[src/rtl/siso_frame_deser_if.sv]
// siso_frame_deser_if: serial input, bit strobe and one-entry valid/ready word output of the frame deserializer
interface siso_frame_deser_if #(parameter int unsigned DATA_W = 8);
    logic              sin;
    logic              sin_en;
    logic [DATA_W-1:0] dout;
    logic              dout_valid;
    logic              dout_ready;
    logic              parity_err;
    logic              frame_err;
    logic              overrun;
    modport master (
        output sin, sin_en, dout_ready,
        input  dout, dout_valid, parity_err, frame_err, overrun
    );
    modport slave (
        input  sin, sin_en, dout_ready,
        output dout, dout_valid, parity_err, frame_err, overrun
    );
endinterface

[src/rtl/siso_frame_deser.sv]
// siso_frame_deser: start/data/parity/stop serial frame receiver with a one-word valid/ready output buffer
module siso_frame_deser #(
    parameter int unsigned DATA_W     = 8,
    parameter int unsigned PARITY_EN  = 1,
    parameter int unsigned ODD_PARITY = 0
) (
    input logic clk,
    input logic rst,
    siso_frame_deser_if.slave bus
);
    localparam int unsigned CW = $clog2(DATA_W) + 1;
    localparam logic [CW-1:0] LAST = CW'(DATA_W - 1);
    typedef enum logic [1:0] {IDLE, DATA, PARITY, STOP} state_t;
    state_t            state, state_nx;
    logic [CW-1:0]     cnt;
    logic [DATA_W-1:0] sr;
    logic              perr;
    logic              stop_edge, good, load;
    assign stop_edge = bus.sin_en && state == STOP;
    assign good      = stop_edge && !bus.sin;
    assign load      = good && (!bus.dout_valid || bus.dout_ready);
    // next state: advance only on strobed edges
    always_comb begin
        state_nx = state;
        if (bus.sin_en) begin
            case (state)
                IDLE:    state_nx = bus.sin ? DATA : IDLE;
                DATA:    state_nx = (cnt == LAST) ? ((PARITY_EN != 0) ? PARITY : STOP) : DATA;
                PARITY:  state_nx = STOP;
                default: state_nx = IDLE;
            endcase
        end
    end
    // state register
    always_ff @(posedge clk or posedge rst) begin
        if (rst) state <= IDLE;
        else     state <= state_nx;
    end
    // bit counter, LSB-first shift register and captured parity result
    always_ff @(posedge clk or posedge rst) begin
        if (rst) begin
            cnt  <= '0;
            sr   <= '0;
            perr <= 1'b0;
        end else if (bus.sin_en) begin
            case (state)
                IDLE:    cnt <= '0;
                DATA: begin
                    sr  <= {bus.sin, sr[DATA_W-1:1]};
                    cnt <= cnt + 1'b1;
                end
                PARITY:  perr <= (^sr ^ bus.sin) != 1'(ODD_PARITY);
                default: ;
            endcase
        end
    end
    // output buffer: load good frames, drop them on overrun, clear on consume
    always_ff @(posedge clk or posedge rst) begin
        if (rst) begin
            bus.dout       <= '0;
            bus.dout_valid <= 1'b0;
            bus.parity_err <= 1'b0;
            bus.frame_err  <= 1'b0;
            bus.overrun    <= 1'b0;
        end else begin
            bus.frame_err <= stop_edge && bus.sin;
            bus.overrun   <= good && bus.dout_valid && !bus.dout_ready;
            if (load) begin
                bus.dout       <= sr;
                bus.parity_err <= (PARITY_EN != 0) && perr;
                bus.dout_valid <= 1'b1;
            end else if (bus.dout_ready) begin
                bus.dout_valid <= 1'b0;
            end
        end
    end
endmodule

[src/flat_wrapper.sv]
// flat-port wrapper written by rule: the top's interface ports become plain ports
module siso_frame_deser_flat 
#(
    parameter int unsigned DATA_W     = 8,
    parameter int unsigned PARITY_EN  = 1,
    parameter int unsigned ODD_PARITY = 0
)
  (clk, rst, bus_sin, bus_sin_en, bus_dout_ready, bus_dout, bus_dout_valid, bus_parity_err, bus_frame_err, bus_overrun);
  siso_frame_deser_if #(.DATA_W(DATA_W)) bus_i ();
  input logic clk;
  input logic rst;
  input wire logic [$bits(bus_i.sin)-1:0] bus_sin;
  input wire logic [$bits(bus_i.sin_en)-1:0] bus_sin_en;
  input wire logic [$bits(bus_i.dout_ready)-1:0] bus_dout_ready;
  output wire logic [$bits(bus_i.dout)-1:0] bus_dout;
  output wire logic [$bits(bus_i.dout_valid)-1:0] bus_dout_valid;
  output wire logic [$bits(bus_i.parity_err)-1:0] bus_parity_err;
  output wire logic [$bits(bus_i.frame_err)-1:0] bus_frame_err;
  output wire logic [$bits(bus_i.overrun)-1:0] bus_overrun;
  assign bus_i.sin = bus_sin;
  assign bus_i.sin_en = bus_sin_en;
  assign bus_i.dout_ready = bus_dout_ready;
  assign bus_dout = bus_i.dout;
  assign bus_dout_valid = bus_i.dout_valid;
  assign bus_parity_err = bus_i.parity_err;
  assign bus_frame_err = bus_i.frame_err;
  assign bus_overrun = bus_i.overrun;
  siso_frame_deser #(.DATA_W(DATA_W), .PARITY_EN(PARITY_EN), .ODD_PARITY(ODD_PARITY)) u_core (.clk(clk), .rst(rst), .bus(bus_i));
endmodule
[config.mk]
export PLATFORM = sky130hd
export DESIGN_NAME = siso_frame_deser_flat
export DESIGN_NICKNAME = d
export VERILOG_FILES = /design/src/rtl/siso_frame_deser_if.sv /design/src/rtl/siso_frame_deser.sv /design/src/flat_wrapper.sv
export SDC_FILE = /design/constraint.sdc
export NUM_CORES = 1
export LEC_CHECK = 0
export BUFFER_PORTS_ARGS = -buffer_cell sky130_fd_sc_hd__clkbuf_2
export CELL_PAD_IN_SITES_DETAIL_PLACEMENT = 1
export CELL_PAD_IN_SITES_GLOBAL_PLACEMENT = 2
export CORE_ASPECT_RATIO = 0.7
export CORE_MARGIN = 5
export CORE_UTILIZATION = 37
export DETAILED_ROUTE_END_ITERATION = 8
export PLACE_DENSITY_LB_ADDON = 0.1
export REMOVE_ABC_BUFFERS = 1
export SKIP_LAST_GASP = 1
export SYNTH_ARGS = -nofsm -noshare
export SYNTH_HDL_FRONTEND = slang
export SYNTH_SLANG_ARGS = --single-unit
[constraint.sdc]
create_clock -name clk -period 1.7 [get_ports clk]
set_input_delay 0.17 -clock clk [delete_from_list [all_inputs] [get_ports clk]]
set_output_delay 0.17 -clock clk [all_outputs]
set_load 0.02 [all_outputs]
### Yosys cells after proc, flatten, opt, wreduce, memory -nomap -nowiden

Cells that the tools add are included.
Widths: inputs -> output; s select.

| storage, ports and cells | value |
|---|---|
| register bits after elaboration | 27 |
| output and inout bits | 12 |
| input port bits | 5 |

| operators by class | value |
|---|---|
| eq/ne operators | 4 |
| bitwise gates (word level) | 1 |
| reduce and logical (&&, ||, !) cells | 17 |
| multiplexer cells | 6 |
| add/sub/neg operators | 1 |

Operators by type and width:

| operator | number |
|---|---|
| $pmux 4 s2 | 1 |
| $reduce_xor 8->1 | 1 |
| $logic_and 1x1->1 | 6 |
| $pmux 2 s3 | 1 |
| $reduce_and 2->1 | 3 |
| $add 4x1->4 const B | 1 |
| $eq 2x2->1 const B | 2 |
| $eq 4x3->1 const B | 1 |
| $reduce_bool 2->1 | 2 |
| $logic_not 1->1 | 3 |
| $mux 1 | 3 |
| $eq 2x1->1 const B | 1 |
| $logic_not 2->1 | 1 |
| $mux 2 | 1 |
| $logic_or 1x1->1 | 1 |
| $xor 1x1->1 | 1 |

### Logic depth before layout (Yosys ltp)

Gate-level depths: netlist of the first run.

| depth | value |
|---|---|
| word-level depth | 5 |
| mapped depth | 5 |
| mapped depth without buffers | 5 |

### Worst setup path before layout of the first run

OpenSTA, ideal clock, no wires.

| timing path | value |
|---|---|
| path type | register to register |
| start point | register u_core.state[0] |
| end point | register u_core.bus.dout[0] |
| path slack | 397 ps |
| stages on the path, launching flop included | 6 |
| path buffers | 2 |
| period minus slack after synthesis | 1303 ps |
| arrival | 1179 ps |
| path through | dfrtp_1 > buf_4 > nand4b_1 > nor2b_1 > buf_4 > mux2_2 |

| between the ends | value |
|---|---|
| cells in the longest elaborated chain, start to end | 4 |

RTL lines:

| what | line | RTL |
|---|---|---|
| start: declaration | siso_frame_deser.sv:14 | `state_t state, state_nx;` |
| start signal: assignment | siso_frame_deser.sv:37 | `else state <= state_nx;` |
| $eq 2x2->1 | siso_frame_deser.sv:19 | `assign stop_edge = bus.sin_en && state == STOP;` |
| $logic_and 1x1->1 | siso_frame_deser.sv:19 |  |
| $logic_and 1x1->1 | siso_frame_deser.sv:20 | `assign good = stop_edge && !bus.sin;` |
| $logic_and 1x1->1 | siso_frame_deser.sv:21 | `assign load = good && (!bus.dout_valid \|\| bus.dout_ready);` |
| end signal: assignment | siso_frame_deser.sv:69 | `bus.dout <= sr;` |
| end: declaration | siso_frame_deser_if.sv:17 | `output dout, dout_valid, parity_err, frame_err, overrun` |

Every way passes these cells.
A chain may end at the register's enable or synchronous reset.

### Worst setup path after layout of the first run

| timing path | value |
|---|---|
| start point | register u_core.state[0] |
| end point | register u_core.bus.dout[7] |

The elaborated chain is that of the path after synthesis.

==> results of run 1 <==
-- layout make-up --
class | count | area [um^2]
Sequential cell | 27 | 676
Fill cell | 349 | 1760
Inverter | 1 | 3.75
Timing Repair Buffer | 19 | 105
Multi-Input combinational cell | 58 | 473
Tap cell | 38 | 47.5
Clock buffer | 4 | 45.0
-- cells in the final DEF (no fill, tap or decap), drive strengths merged, types with 2 or more instances in the layout --
cell type and count:
o21ai 6, nand3b 2, dfrtp 27, xnor2 4, nand2 9, xor2 2, a22o 2, buf 2
clkbuf 20, mux2 17, nand2b 3
-- sequential cells by signal, indices dropped and copies added (netlist names) --
register / flops
u_core.cnt: 4
u_core.perr: 1
u_core.state: 2
u_core.bus.dout: 8
u_core.bus.frame_err: 1
u_core.sr: 8
u_core.bus.dout_valid: 1
u_core.bus.overrun: 1
u_core.bus.parity_err: 1
-- report_power, final --
part / internal, mW / switching, mW
combinational: 0.493 / 0.348
sequential: 0.862 / 0.227
clock: 0.168 / 0.189
-- worst max-delay path, stage by stage (launching register included) --
cell and delay [ns]:
dfrtp_1 0.52, nand4b_1 0.18, nor2b_1 0.14, buf_4 0.19, mux2_2 0.35
-- worst min-delay path by stage --
| stage | slack (ns) | cells past startpoint | to | startpoint |
|---|---|---|---|---|
| 2_1_floorplan | 0.22 | 1 | u_core.bus.dout[0]$_DFFE_PP0P_ | rst |
| 3_3_place_gp | 0.22 | 3 | u_core.bus.dout[6]$_DFFE_PP0P_ | rst |
| 3_5_place_dp | 0.23 | 3 | u_core.cnt[1]$_DFFE_PP0P_ | rst |
| 4_1_cts | 0.18 | 3 | u_core.bus.overrun$_DFF_PP0_ | bus_dout_ready |
| 5_1_grt | 0.22 | 3 | u_core.bus.overrun$_DFF_PP0_ | bus_dout_ready |
| 6_report | 0.19 | 3 | u_core.bus.overrun$_DFF_PP0_ | bus_dout_ready |
-- cells by family (layout without fill, tap and decap cells) --
group                    Yosys count  count (layout)  share of synthesized area [%]
AO/OA/AOI/OAI                     10              10                           5.31
XOR/XNOR                           7               7                           6.37
adder cells (fa/ha/maj)            1               1                           1.06
AND/OR/NAND/NOR                   22              22                           10.3
multiplexers                      18              18                           17.1
flip-flops                        27              27                           57.3
buffers and inverters              4              24                           2.55
-- repair_timing --
item | in CTS | in global routing
hold buffers | 1 | 0
endpoints found under the setup margin | 0 | 0
hold endpoints to repair | 27 | 0
-- routing by layer --
metal / vias up / GRT usage [%]
met3: 2 / 4.26
met4: 0 / 2.94
li1: 356 / -
met1: 340 / 14.8
met2: 14 / 15.2
met5: - / 0
-- per-stage QoR --
stage,utilization (%),cells,hold slack (ns)
after floorplan,-,86,0.223
after global routing,43.5,147,0.216
after global placement,41.7,142,0.224
final,43.5,147,0.187
after detailed placement,41.7,142,0.234
after CTS,43.5,147,0.182
==> summary.md, run 1 <==
| Metric | Value |
|---|---|
| Placed cell area | `~1300 um^2` |
| Pre-CTS setup slack | `about 0.20 ns` |
| Number of routed nets with antenna violations | `0` |
| Total number of vias | `between 700 and 800` |
| DR WL met3 | `124 um` |
| Initial DRC count | `25` |
| CP Class | `flip-flop to flip-flop` |
| Final Hold Vio Count | `0` |
| Area leader, netlist | `dfrtp_1` |
| Max IR drop VDD | `approximately 0.00081 V` |
| Flop2flop setup slack | `0.20 ns` |
| Post-DR vias/cell | `just under 5` |
| Vias in the first global route | `roughly 750` |
| Clock transition at path regs | `about 0.09 ns` |
| Post-DP HPWL | `around 1600 um` |
| DR WL met2 | `roughly 870 um` |
| Top Layer Used | `met4` |
| Leak | `between 0.6 and 0.7 nW` |
| Req. time, crit path | `between 1.5 and 2 ns` |
| Seq/Total Area, Yosys | `a little under three fifths` |
| Max Root-Sink Buffers | `2` |
| Latest clock arrival within the worst-skew pair | `0.27 ns` |
| Share of the synthesized area in the top cell type | `57.3%` |
| Initial antenna violation count | `0` |
| Final WS setup | `~0.20 ns` |
| Yosys warns | `0` |
| Critical path endpoint | `u_core.bus.dout[7]$_DFFE_PP0P_` |
| P&R area growth vs syn | `14.5%` |
| R2r startpoint | `u_core.state[0]$_DFFE_PP0P_` |
| # IOs | `17` |
| CTS tree | `built` |
| Core footprint | `around 3100 um^2` |
| Post-synth EDFFs | `0` |
| Die Width | `just under 80 um` |
| Unique cell type count in the Yosys netlist | `26` |
| Pin count of the biggest net entering global routing | `28` |
| Most frequent cell after synthesis | `dfrtp_1` |
| H-tree level count | `1` |
| Synth Cell Area | `~1200 um^2` |
| First-pass GRT wire length | `3700 um` |
| Post-DR wirelength/cell | `14.3 um` |
| Crit Reg-Reg Endpoint | `u_core.bus.dout[7]$_DFFE_PP0P_` |
| Number of max-cap violations | `0` |
| Worst Max-Slew Pin Slew | `just over 0.4 ns` |
| Layout Skew | `between 0.003 and 0.004 ns` |
| Drt drc | `0` |
| # setup viols final | `0` |
| Final #Nets | `between 100 and 150` |
| Mapped Avg Cell Area | `between 10 and 15 um^2` |
| CP arrival | `approximately 1.7 ns` |
| RSZ-0062 raised after global routing | `no` |
| Critical path launch point type | `flip-flop` |
| Synth cell count leaders | `27 x dfrtp_1, 17 x mux2_2, 9 x nand2_1` |
| Finished Cell Area | `around 1400 um^2` |
| DRT Pass-1 Iters | `2` |
| Post-CTS resize count | `0` |
| Worst-path fanout max | `10` |
| Die ar. | `approximately 4400 um^2` |
| Met1 Wirelength | `roughly 1100 um` |
| Cts bufs inserted | `3` |
| Synth Register Bits | `27` |
| Tcrit/Tclk final | `88.2%` |
| GRT overflow | `0` |
| Status | `complete, no violations` |
| Final Max Tran Viols | `0` |
| Max Fclk | `about 0.67 GHz` |
| Cells on worst reg2reg path | `4` |
| Worst slew margin relative to its limit | `72.5%` |
| Ratio of cells with drive above 1 in the final layout | `a little over a third` |
| Clk sink count | `27` |
| Cell count after synthesis | `~90` |
| Total design power | `approximately 2.3 mW` |
| Setup Fix Bufs, Post-CTS | `0` |
| # rows | `17` |
| Initial Util | `38.0%` |
| Root Driver | `clkbuf_8` |
| Post-layout min period | `~1.5 ns` |
| Port bufs | `16` |
| Worst Hold Class | `input port to flip-flop` |
| Power Density | `1690 nW/um^2` |
| Ys async rst share | `between 90% and 100%` |
| WL final | `2100 um` |
| Die H | `approximately 57 um` |
| Routability Congestion | `0.722` |
| Number of diodes | `0` |
| Primary FF master, synth | `dfrtp_1` |
| Fin Setup TNS | `0 ns` |
| CP startpoint | `u_core.state[0]$_DFFE_PP0P_` |
| Setup crit end kind | `flip-flop` |
| Synth area leaders | `dfrtp_1 57%, mux2_2 16%, xnor2_1 3.0%, nand2_1 2.9%, o21ai_0 2.1%` |
| All-Layer GR Usage | `approximately a tenth` |
Power figures use the tool's default switching activity.
==> run 2, diff against run 1 <==
GPL_TIMING_DRIVEN = 0   (was unset)
==> run 2 against run 1 <==
Against the previous run: global-route usage decreased by 0.26 points; sequential cell count unchanged; setup slack got worse by 0.028 ns; highest routed layer unchanged; non-clock buffer count decreased by 2; cell count decreased by 1.4%; critical path depth unchanged; clock skew increased by 0.00080 ns; first-iteration DRC count decreased by 40%; power decreased by 0.39%; hold slack got worse by 0.065 ns; utilization increased by 0.081 points.
==> summary.md, run 2 (synthesis gave the netlist of run 1 again) <==
| Metric | Value |
|---|---|
| Clock Power Share | `between 15 and 20%` |
| Die ar. | `about 4400 um^2` |
| Post-DR vias/cell | `between 4 and 5` |
| Finished Cell Area | `1350 um^2` |
| Worst path cell trace | `nand4b_1, nor2b_4, buf_12, mux2_2` |
| NetSw | `about 0.76 mW` |
| Max Fclk | `~0.65 GHz` |
| Status | `complete, no violations` |
| # IOs | `17` |
| CTS tree | `built` |
| Setup crit end kind | `flip-flop` |
| Comb pwr share | `between 30% and 40%` |
| First-pass GRT wire length | `3670 um` |
| Initial Util | `between 30 and 40%` |
| Switching Share | `between 30% and 40%` |
| Clock transition at path regs | `roughly 0.09 ns` |
| All-Layer GR Usage | `10.3%` |
| Final #Nets | `roughly 110` |
| Post-layout min period | `between 1.5 and 2 ns` |
| Final Hold Vio Count | `0` |
| Number of routed nets with antenna violations | `0` |
| WL final | `just over 2000 um` |
| Worst slew margin relative to its limit | `31.7%` |
| RSZ-0062 raised after global routing | `no` |
| Die H | `~57 um` |
| Port bufs | `16` |
| CP max stage delay | `0.52 ns` |
| Critical path launch point type | `flip-flop` |
| Sequential Power Share | `47.4%` |
| Max IR drop VDD | `~0.00074 V` |
| Root Driver | `clkbuf_8` |
| Worst-path fanout max | `10` |
| Number of max-cap violations | `0` |
| CP arrival | `between 1.5 and 2 ns` |
| Final Max Tran Viols | `0` |
| Die Width | `77.5 um` |
| Max Root-Sink Buffers | `2` |
| Placed Cells | `between 100 and 150` |
| Worst Max-Slew Pin Slew | `roughly 1.0 ns` |
| # setup viols final | `0` |
| H-tree level count | `1` |
| # rows | `17` |
| Post-route non-filler standard cell count | `145` |
| DRT Pass-1 Iters | `2` |
| Initial antenna violation count | `0` |
| Post-DP HPWL | `1490 um` |
| Total number of vias | `~720` |
| Leak | `0.667 nW` |
| Cts bufs inserted | `3` |
| Req. time, crit path | `1.85 ns` |
| Most frequent cells in the layout | `27 x dfrtp_1, 17 x mux2_2, 16 x clkbuf_2, 9 x nand2_1, 5 x o21ai_0` |
| Post-layout util | `between 40 and 50%` |
| Crit-path slowest cell | `dfrtp_1` |
| Delay-heaviest family, CP | `flip-flops` |
| Tcrit/Tclk final | `about 90%` |
| Worst Hold Class | `input port to asynchronous set/reset pin` |
| Latest clock arrival within the worst-skew pair | `around 0.26 ns` |
| Core footprint | `between 3000 and 4000 um^2` |
| Drt drc | `0` |
| Vias in the first global route | `slightly below 800` |
| Internal power | `around 1.5 mW` |
| Layout Skew | `~0.0043 ns` |
| Power Density | `about 1700 nW/um^2` |
| Initial DRC count | `15` |
| CP bufs+invs | `1` |
| Worst hold margin | `~0.12 ns` |
| P&R area growth vs syn | `14.8%` |
| Ratio of cells with drive above 1 in the final layout | `36.4%` |
| CP Class | `flip-flop to flip-flop` |
| Routability Congestion | `0.668` |
| Clk sink count | `27` |
| Number of diodes | `0` |
| Placed cell area | `roughly 1300 um^2` |
| Most common cell after layout, fill and taps aside | `dfrtp_1` |
| Pin count of the biggest net entering global routing | `28` |
| Largest registers | `u_core.bus.dout (8), u_core.sr (8), u_core.cnt (4)` |
| GRT overflow | `0` |
| Post-DR wirelength/cell | `roughly 14 um` |
run 2: cell types whose count changed in the layout (fill, tap and decap cells not counted):
cell	before	now
nor2b_1	1	0
buf_12	0	1
buf_4	2	0
dlygate4sd3_1	1	0
nor2b_4	0	1
run 2: final timing paths:
kind,cells after the start,slack (ns),startpoint,endpoint
max in group asynchronous,2,0.96,rst,u_core.bus.dout[2]$_DFFE_PP0P_
min,2,0.12,rst,u_core.cnt[2]$_DFFE_PP0P_
max,4,0.17,u_core.state[0]$_DFFE_PP0P_,u_core.bus.dout[3]$_DFFE_PP0P_
min reg2reg,2,0.50,u_core.perr$_DFFE_PP0P_,u_core.perr$_DFFE_PP0P_
min in group clk,3,0.20,bus_dout_ready,u_core.bus.dout_valid$_DFFE_PP0P_
max reg2reg,4,0.17,u_core.state[0]$_DFFE_PP0P_,u_core.bus.dout[3]$_DFFE_PP0P_
run 2: area by class of cell:
type,instances,area [um^2]
inverter,1,3.75
fill,347,1750
multi-input combinational,58,480
tap,38,47.5
timing repair buffer,17,100
sequential,27,676
clock buffer,4,45.0
run 2: power by group through the flow:
stage	Clock [mW]	Sequential (mW)	Combinational (mW)
2_1_floorplan	0	1.11	0.630
5_1_grt	0.403	1.13	0.939
3_3_place_gp	0	1.09	0.836
3_5_place_dp	0	1.11	0.860
4_1_cts	0.374	1.09	0.866
6_report	0.349	1.08	0.848
run 2: per-stage QoR:
step | setup WS (ns) | power [mW] | setup TNS, ns
6_report | 0.173 | 2.28 | 0
3_5_place_dp | -0.267 | 1.97 | -2.38
2_1_floorplan | 0.126 | 1.74 | 0
5_1_grt | 0.0491 | 2.47 | 0
3_3_place_gp | -0.252 | 1.93 | -2.24
4_1_cts | 0.0900 | 2.33 | 0
run 2: repair_timing:
item	CTS	global route
resized for setup	2	0
setup buffers	0	1
setup endpoints to repair	9	9
hold buffers	0	0
run 2: layer usage:
layer / GRT usage (%) / wire length [um]
met2: 15.8 / 940
met5: 0 / 0
met4: 1.47 / 12
met3: 4.10 / 94
met1: 14.2 / 989
==> run 3, diff against run 2 <==
MAX_ROUTING_LAYER = met4   (was unset)
SETUP_SLACK_MARGIN = 0.5   (was unset)
==> run 3 against run 2 <==
Against the previous run: non-clock buffer count up 8; routed wire length up 6.8%; global-route usage up 1.1 points; register-to-register slack better by 0.20 ns; clock power about the same; sequential share of layout area down 3.6 points; largest power group is now combinational cells; fmax up 15%; power up 11%.
==> summary.md, run 3 (synthesis gave the netlist of run 1 again) <==
| Metric | Value |
|---|---|
| Status | `complete, no violations` |
| Crit Reg-Reg Endpoint | `u_core.perr$_DFFE_PP0P_` |
| CP arrival | `1.52 ns` |
| RSZ-0062 raised after global routing | `yes` |
| Number of max-cap violations | `0` |
| CP Class | `flip-flop to flip-flop` |
| Vias in the first global route | `~820` |
| WL final | `roughly 2200 um` |
| Flop2flop setup slack | `between 0.3 and 0.4 ns` |
| Final Max Tran Viols | `0` |
| Req. time, crit path | `roughly 1.9 ns` |
| Setup crit end kind | `flip-flop` |
| Number of diodes | `0` |
| Die Width | `between 70 and 80 um` |
| Worst slew margin relative to its limit | `31.1%` |
| Max Fclk | `0.755 GHz` |
| Layout Skew | `0.00428 ns` |
| Initial Util | `between 30% and 40%` |
| Critical path launch point type | `flip-flop` |
| Tcrit/Tclk final | `roughly 80%` |
| DRT Pass-1 Iters | `4` |
| Cells on worst reg2reg path | `4` |
| # setup viols final | `0` |
| Clk sink count | `27` |
| Total number of vias | `748` |
| Worst hold margin | `approximately 0.13 ns` |
| Final #Nets | `123` |
| Initial DRC count | `24` |
| Final Hold Vio Count | `0` |
| Core footprint | `between 3000 and 4000 um^2` |
| Power Density | `~1700 nW/um^2` |
| Worst Hold Class | `input port to asynchronous set/reset pin` |
| Most common cell after layout, fill and taps aside | `dfrtp_1` |
| Largest registers | `u_core.bus.dout (8), u_core.sr (8), u_core.cnt (4)` |
| Pre-CTS setup slack | `-0.267 ns` |
| Worst-path fanout max | `2` |
| Worst path cell trace | `xor2_1, xnor3_1, xnor2_2, o21ai_1` |
| Leak | `0.726 nW` |
| Crit-path slowest cell | `xnor3_1` |
| Root Driver | `clkbuf_8` |
| Final WS setup | `0.375 ns` |
| # IOs | `17` |
| CP max stage delay | `roughly 0.44 ns` |
| # fillers | `roughly 340` |
| Latest clock arrival within the worst-skew pair | `about 0.26 ns` |
| R2r startpoint | `u_core.sr[6]$_DFFE_PP0P_` |
| Routability Congestion | `around 0.67` |
| Port bufs | `16` |
| H-tree level count | `1` |
| Post-layout min period | `~1.3 ns` |
| Initial antenna violation count | `0` |
| Max IR drop VDD | `roughly 0.00075 V` |
| CTS hold repair buffers | `0` |
| Clock transition at path regs | `~0.09 ns` |
| Delay-heaviest family, CP | `XOR/XNOR gates` |
| P&R area growth vs syn | `24.2%` |
| Max Root-Sink Buffers | `2` |
| Post-DR wirelength/cell | `14.1 um` |
| Cts bufs inserted | `3` |
| Pin count of the biggest net entering global routing | `28` |
| Worst Max-Slew Pin Slew | `around 1.0 ns` |
| CP bufs+invs | `0` |
| Number of routed nets with antenna violations | `0` |
| Ratio of cells with drive above 1 in the final layout | `49.1%` |
| GRT overflow | `0` |
| # rows | `17` |
| All-Layer GR Usage | `roughly 11%` |
| Post-DP HPWL | `around 1500 um` |
| Die ar. | `roughly 4400 um^2` |
| Drt drc | `0` |
| Post-DR vias/cell | `a little under 5` |
| Die H | `between 50 and 60 um` |
| Most frequent cells in the layout | `25 x dfrtp_1, 16 x mux2_2, 16 x clkbuf_2, 8 x nand2_1, 7 x buf_4` |
| CTS tree | `built` |
| First-pass GRT wire length | `slightly below 4000 um` |
-- run 3: changes by cell type in the layout (fill, tap and decap cells not counted), moves of 2 or more --
cell | before | now
or2_4 | 0 | 2
xnor2_2 | 0 | 2
dfrtp_1 | 27 | 25
buf_4 | 0 | 7
xnor2_1 | 4 | 2
dfrtp_2 | 0 | 2
-- run 3: power by group --
group	internal [mW]	leakage, nW	total [mW]	switching [mW]
logic	0.663	0.360	1.11	0.449
registers	0.865	0.344	1.07	0.201
clock network	0.167	0.0228	0.351	0.184
total	1.70	0.726	2.53	0.835
-- run 3: stage by stage --
| step | instances | area [um^2] | total power [mW] | TNS (ns) | utilization [%] |
|---|---|---|---|---|---|
| 6_report | 154 | 1460 | 2.53 | 0 | 47.1 |
| 5_1_grt | 154 | 1460 | 2.73 | 0 | 47.1 |
| 4_1_cts | 153 | 1430 | 2.45 | 0 | 46.0 |
| 3_5_place_dp | 140 | 1280 | 1.97 | -2.38 | 41.2 |
| 3_3_place_gp | 140 | 1280 | 1.93 | -2.24 | 41.2 |
| 2_1_floorplan | 86 | 1150 | 1.74 | 0 | - |
-- run 3: layout make-up --
class	instances	area, um^2	share of cell area, %
clock buffer	4	45.0	3.08
inverter	1	3.75	0.256
multi-input combinational	59	526	35.9
sequential	27	678	46.3
tap	38	47.5	3.25
timing repair buffer	25	164	11.2
-- run 3: worst reg2reg max path, stage by stage (launching register included) --
cell     delay [ns]
dfrtp_1        0.40
xor2_1         0.15
xnor3_1        0.44
xnor2_2        0.15
o21ai_1        0.12
-- run 3: what timing repair did --
| action | CTS | global route |
|---|---|---|
| resized for setup | 8 | 6 |
| setup buffers | 8 | 1 |
| hold endpoints to repair | 0 | 0 |
| setup endpoints to repair | 21 | 22 |
| cloned | 1 | 0 |
| pin swaps | 5 | 4 |
-- run 3: routing by layer --
| layer | track usage (%) | wire, um | up-vias |
|---|---|---|---|
| met2 | 17.1 | 964 | 15 |
| met5 | - | 0 | - |
| met1 | 15.3 | 1090 | 364 |
| met4 | 1.47 | 12 | 0 |
| li1 | - | - | 367 |
| met3 | 3.94 | 105 | 2 |
-- run 3: worst max-delay path by stage --
stage / start / end / slack (ns) / cells past startpoint
6_report: u_core.sr[6]$_DFFE_PP0P_ / u_core.perr$_DFFE_PP0P_ / 0.38 / 4
5_1_grt: u_core.sr[6]$_DFFE_PP0P_ / u_core.perr$_DFFE_PP0P_ / 0.27 / 4
4_1_cts: u_core.sr[0]$_DFFE_PP0P_ / u_core.perr$_DFFE_PP0P_ / 0.37 / 4
3_5_place_dp: u_core.state[0]$_DFFE_PP0P_ / u_core.bus.dout[3]$_DFFE_PP0P_ / -0.27 / 3
3_3_place_gp: u_core.state[0]$_DFFE_PP0P_ / u_core.bus.dout[6]$_DFFE_PP0P_ / -0.25 / 3
2_1_floorplan: u_core.state[0]$_DFFE_PP0P_ / u_core.bus.dout[0]$_DFFE_PP0P_ / 0.13 / 3
